===== config.mk =====
export PLATFORM = sky130hd
export DESIGN_NAME = mconst
export DESIGN_NICKNAME = d
export VERILOG_FILES = /design/src/rtl/mblock_pkg.sv /design/src/rtl/mconst_ext.sv /design/src/rtl/mconst.sv
export SDC_FILE = /design/constraint.sdc
export NUM_CORES = 1
export LEC_CHECK = 0
export ABC_AREA = 1
export CAP_MARGIN = 20
export CORE_ASPECT_RATIO = 1.1
export CORE_MARGIN = 4
export CORE_UTILIZATION = 30
export DETAILED_ROUTE_END_ITERATION = 16
export GPL_TIMING_DRIVEN = 0
export PLACE_DENSITY = 0.79
export SETUP_SLACK_MARGIN = 0.5
export SLEW_MARGIN = 20
export SYNTH_ARGS = -nofsm -noshare
export SYNTH_HDL_FRONTEND = slang
export SYNTH_SLANG_ARGS = --single-unit

===== constraint.sdc =====
create_clock -name clk -period 0.9 [get_ports clk]
set_clock_uncertainty 0.1 [all_clocks]
set_input_delay 0.225 -clock clk [delete_from_list [all_inputs] [get_ports clk]]
set_output_delay 0.225 -clock clk [all_outputs]
set_load 0.05 [all_outputs]

===== src/rtl/mblock_pkg.sv =====
// Shared definitions for the micro-op block datapath: immediate extension modes
// and default operand/immediate widths.
package mblock_pkg;

   localparam int unsigned EXT_ZERO  = 32'd0;
   localparam int unsigned EXT_SIGN  = 32'd1;
   localparam int unsigned EXT_UPPER = 32'd2;
   localparam int unsigned EXT_PASS  = 32'd3;

   localparam int unsigned MB_DATA_W = 32'd32;
   localparam int unsigned MB_IMM_W  = 32'd16;

endpackage : mblock_pkg


===== src/rtl/mconst_ext.sv =====
// Combinational immediate extender: widens in[IMM_W-1:0] to DATA_W bits
// according to the compile-time extension mode.
module mconst_ext
   import mblock_pkg::*;
#(
   parameter int unsigned DATA_W   = MB_DATA_W,
   parameter int unsigned IMM_W    = MB_IMM_W,
   parameter int unsigned EXT_MODE = EXT_ZERO
) (
   input  logic [DATA_W-1:0] in,
   output logic [DATA_W-1:0] out
);

   generate
      if (IMM_W == DATA_W) begin : g_full_width
         // No padding bits exist, so every mode degenerates to a straight pass.
         assign out = in;
      end else begin : g_extend
         localparam int unsigned PAD_W = DATA_W - IMM_W;

         logic [DATA_W-1:0] w_ext;

         // Select the extension form for the configured mode.
         always_comb begin
            w_ext = in;
            case (EXT_MODE)
               EXT_ZERO:  w_ext = {{PAD_W{1'b0}}, in[IMM_W-1:0]};
               EXT_SIGN:  w_ext = {{PAD_W{in[IMM_W-1]}}, in[IMM_W-1:0]};
               EXT_UPPER: w_ext = {in[IMM_W-1:0], {PAD_W{1'b0}}};
               EXT_PASS:  w_ext = in;
               default:   w_ext = in;
            endcase
         end

         assign out = w_ext;
      end
   endgenerate

endmodule : mconst_ext


===== src/rtl/mconst.sv =====
// Constant/immediate generator: combinational extended constant for the ALU
// operand muxes plus an ld-strobed registered copy for pipelined consumers.
module mconst
   import mblock_pkg::*;
#(
   parameter int unsigned DATA_W   = MB_DATA_W,
   parameter int unsigned IMM_W    = MB_IMM_W,
   parameter int unsigned EXT_MODE = EXT_ZERO
) (
   input  logic              clk,
   input  logic              rst_n,
   input  logic [DATA_W-1:0] in,
   input  logic              ld,
   output logic [DATA_W-1:0] out,
   output logic [DATA_W-1:0] out_q,
   output logic              out_vld
);

   generate
      if ((IMM_W > DATA_W) || (IMM_W == 32'd0) || (EXT_MODE > EXT_PASS)) begin : g_bad_param
         $error("mconst: illegal parameters DATA_W=%0d IMM_W=%0d EXT_MODE=%0d",
                DATA_W, IMM_W, EXT_MODE);
      end
   endgenerate

   logic [DATA_W-1:0] w_ext;
   logic [DATA_W-1:0] r_q;
   logic              r_vld;

   mconst_ext #(
      .DATA_W   (DATA_W),
      .IMM_W    (IMM_W),
      .EXT_MODE (EXT_MODE)
   ) u_ext (
      .in  (in),
      .out (w_ext)
   );

   // Capture register; plain async clear so the first ld after release is taken
   // on the very next rising edge.
   always_ff @(posedge clk or negedge rst_n) begin
      if (!rst_n) begin
         r_q   <= {DATA_W{1'b0}};
         r_vld <= 1'b0;
      end else if (ld) begin
         r_q   <= w_ext;
         r_vld <= 1'b1;
      end else begin
         r_q   <= r_q;
         r_vld <= r_vld;
      end
   end

   assign out     = w_ext;
   assign out_q   = r_q;
   assign out_vld = r_vld;

endmodule : mconst


==> flow_metrics.env <==
export IMPL_status="finished with violations"
export IMPL_violations="hold timing, setup timing"
export IMPL_seqCellArea_um2=447
export IMPL_ys_seq_area_share_pct=40.9
export IMPL_final_period_utilization_pct=133
export IMPL_rsz0062_at_grt="true"
export IMPL_cts_sinks=17
export IMPL_fin_crit_ns=1.20
export IMPL_avgSynthCellArea_um2=8.74
export IMPL_p_int_mw=1.75
export IMPL_routedWlPerCell_um=10.3
export IMPL_reg2reg_slack_ns=-0.05
export IMPL_start_util_pct=31.2
export IMPL_die_height_um=69.7
export IMPL_multi_input_area_um2=327
export IMPL_final_cell_mix="buf_4 (43), nand2_1 (40), buf_12 (33), conb_1 (32), buf_6 (27)"
export IMPL_hpwl_um=1900
export IMPL_met2_usage_pct=22.0
export IMPL_synth_top_area_cell="dfrtp_1"
export IMPL_p_sw_mw=1.17
export IMPL_nFillCells=227
export IMPL_critPathArrivalTime_ns=0.87
export IMPL_grt_use_total_pct=12.1
export IMPL_peakVddDrop_mv=0.609
export IMPL_fin_tns_setup_ns=-4.99
export IMPL_p_seq_share_pct=30.4
export IMPL_setup_violations=23
export IMPL_syn2layout_area_growth_pct=131
export IMPL_syn_area_um2=1040
export IMPL_clkTransAtPathRegs_ns=0.09
export IMPL_layout_commonest_cell="buf_4"
export IMPL_cpPeakStageDelay_ns=0.44
export IMPL_synth_seq_cells=17
export IMPL_clock_path_buffers=2
export IMPL_max_cap_viol_count=0
export IMPL_rows=22
export IMPL_drt_iter0_markers=11
export IMPL_io_pins=100
export IMPL_antenna_found_initial=0
export IMPL_grt_busiest_layer="met2"
export IMPL_timing_hold_ws_ns=-0.253
export IMPL_grt_pass1_vias=997
export IMPL_path_max_fanout=2
export IMPL_wl_um=2790
export IMPL_dieArea_um2=4470
export IMPL_critPathRequiredTime_ns=0.57
export IMPL_port_buffers=50
export IMPL_final_hold_viol_count=17
export IMPL_min_path_type="in2async"
export IMPL_grt_overflow_total=0
export IMPL_path_delay_family="flip-flops"
export IMPL_nets=259
export IMPL_syn_inst=119
export IMPL_synth_distinct_cells=9
export IMPL_die_x_um=64.1
export IMPL_finalMaxSlewViolations=0
export IMPL_cts_buffers=3
export IMPL_synthTopCellsByArea="dfrtp_1 (41%), buf_4 (35%), nand2_1 (16%), nand2_2 (3.0%), buf_6 (2.2%)"
export IMPL_grt_max_degree=18
export IMPL_drive_gt1_share_pct=66.8
export IMPL_met3_usage_pct=3.08
export IMPL_antenna_left=0
export IMPL_fin_ws_ns=-0.299
export IMPL_p_sw_share_pct=40.2
export IMPL_critPathKind="reg2out"
export IMPL_drt_pass1_iterations=4
export IMPL_pwr_share_clk_pct=13.6
export IMPL_yosysTopAreaCellShare_pct=40.9
export IMPL_cts_tree="built"
export IMPL_grtUsageMet1_pct=13.2
export IMPL_grt_first_pass_wirelength_um=4370
export IMPL_max_freq_mhz=834
export IMPL_start_kind="flop"
export IMPL_p_leak_nw=1.28
export IMPL_power_mw=2.92
export IMPL_drc=0
export IMPL_yosys_warnings=0
export IMPL_antenna_cells=0
export IMPL_power_density_nw_per_um2=1220
export IMPL_crit_chain="buf_6"
export IMPL_clock_latency_ns=0.28
export IMPL_cts_root_buf="clkbuf_4"
export IMPL_cpMaxStageDelayCell="dfrtp_2"
export IMPL_worst_path_buf_inv=1
export IMPL_p_comb_share_pct=56.1
export IMPL_final_util_pct=72.1
export IMPL_routed_via_density=3.53
export IMPL_dr_total_vias=957
export IMPL_design_core_area_um2=3330
export IMPL_gp_congestion=0.665
export IMPL_htreeDepth=1
export IMPL_endpoint_kind="output pin"
## worst paths after layout
check                      startpoint   endpoint  depth (start not counted)
setup / recovery            out_q[12]  out_q[12]                          1
hold / removal                  rst_n  out_q[14]                          1
setup reg to reg            out_q[10]  out_q[10]                          4
hold reg to reg              out_q[9]   out_q[9]                          2
max in group asynchronous       rst_n   out_q[9]                          1
min in group clk                in[4]   out_q[4]                          3
## metrics by stage
step,cell area [um^2],setup WS (ns),hold WS [ns],cells
after floorplan,1380,-0.0467,-0.171,150
after global placement,1940,-1.10,0.354,248
after detailed placement,1940,-1.10,0.359,248
after CTS,2320,-0.302,-0.139,261
after global routing,2400,-0.333,-0.228,271
final,2400,-0.299,-0.253,271
## state kept, by name, indices dropped and copies added, names as in the netlist
signal and cells:
out_vld 1, out_q 16
## area by class of cell
class	count	area share, %
Clock buffer	4	1.09
Timing Repair Buffer	69	38.7
Tap cell	48	2.50
Buffer	51	25.1
Sequential cell	17	18.6
Inverter	1	0.365
Multi-Input combinational cell	81	13.6
## kinds of logic (layout without fill, tap and decap cells)
kind of cell	Yosys count	after routing	synth area share [%]
buffers and inverters	52	125	39.6
flip-flops	17	17	40.9
other	1	32	0.361
AND/OR/NAND/NOR	49	49	19.1
## synth_stat cells
library cell and count:
buf_4 48, or2_1 1, buf_12 1, buf_6 2, dfrtp_1 17, nand2_1 43, conb_1 1, inv_6 1
nand2_2 5
## power groups by stage
| stage | Combinational (mW) | Sequential (mW) | Clock, mW |
|---|---|---|---|
| floorplan | 0.782 | 1.12 | 0 |
| global placement | 1.34 | 0.886 | 0 |
| detailed placement | 1.35 | 0.890 | 0 |
| CTS | 1.57 | 0.887 | 0.414 |
| global route | 1.71 | 0.898 | 0.444 |
| finish | 1.64 | 0.887 | 0.396 |
## metal layers
metal | share of wire, % | vias to the layer above
li1 | - | 485
met1 | 35 | 418
met2 | 55 | 52
met3 | 8.8 | 2
met4 | 1.3 | 0
met5 | 0 | -
## timing repair
| item | in CTS | in global routing |
|---|---|---|
| pin swaps | 1 | 1 |
| endpoints found under the hold margin | 17 | 17 |
| setup endpoints to repair | 67 | 67 |
| setup buffers | 9 | 10 |
| gates resized for setup | 378 | 5 |
No activity file was read; power rests on OpenSTA's default activity.
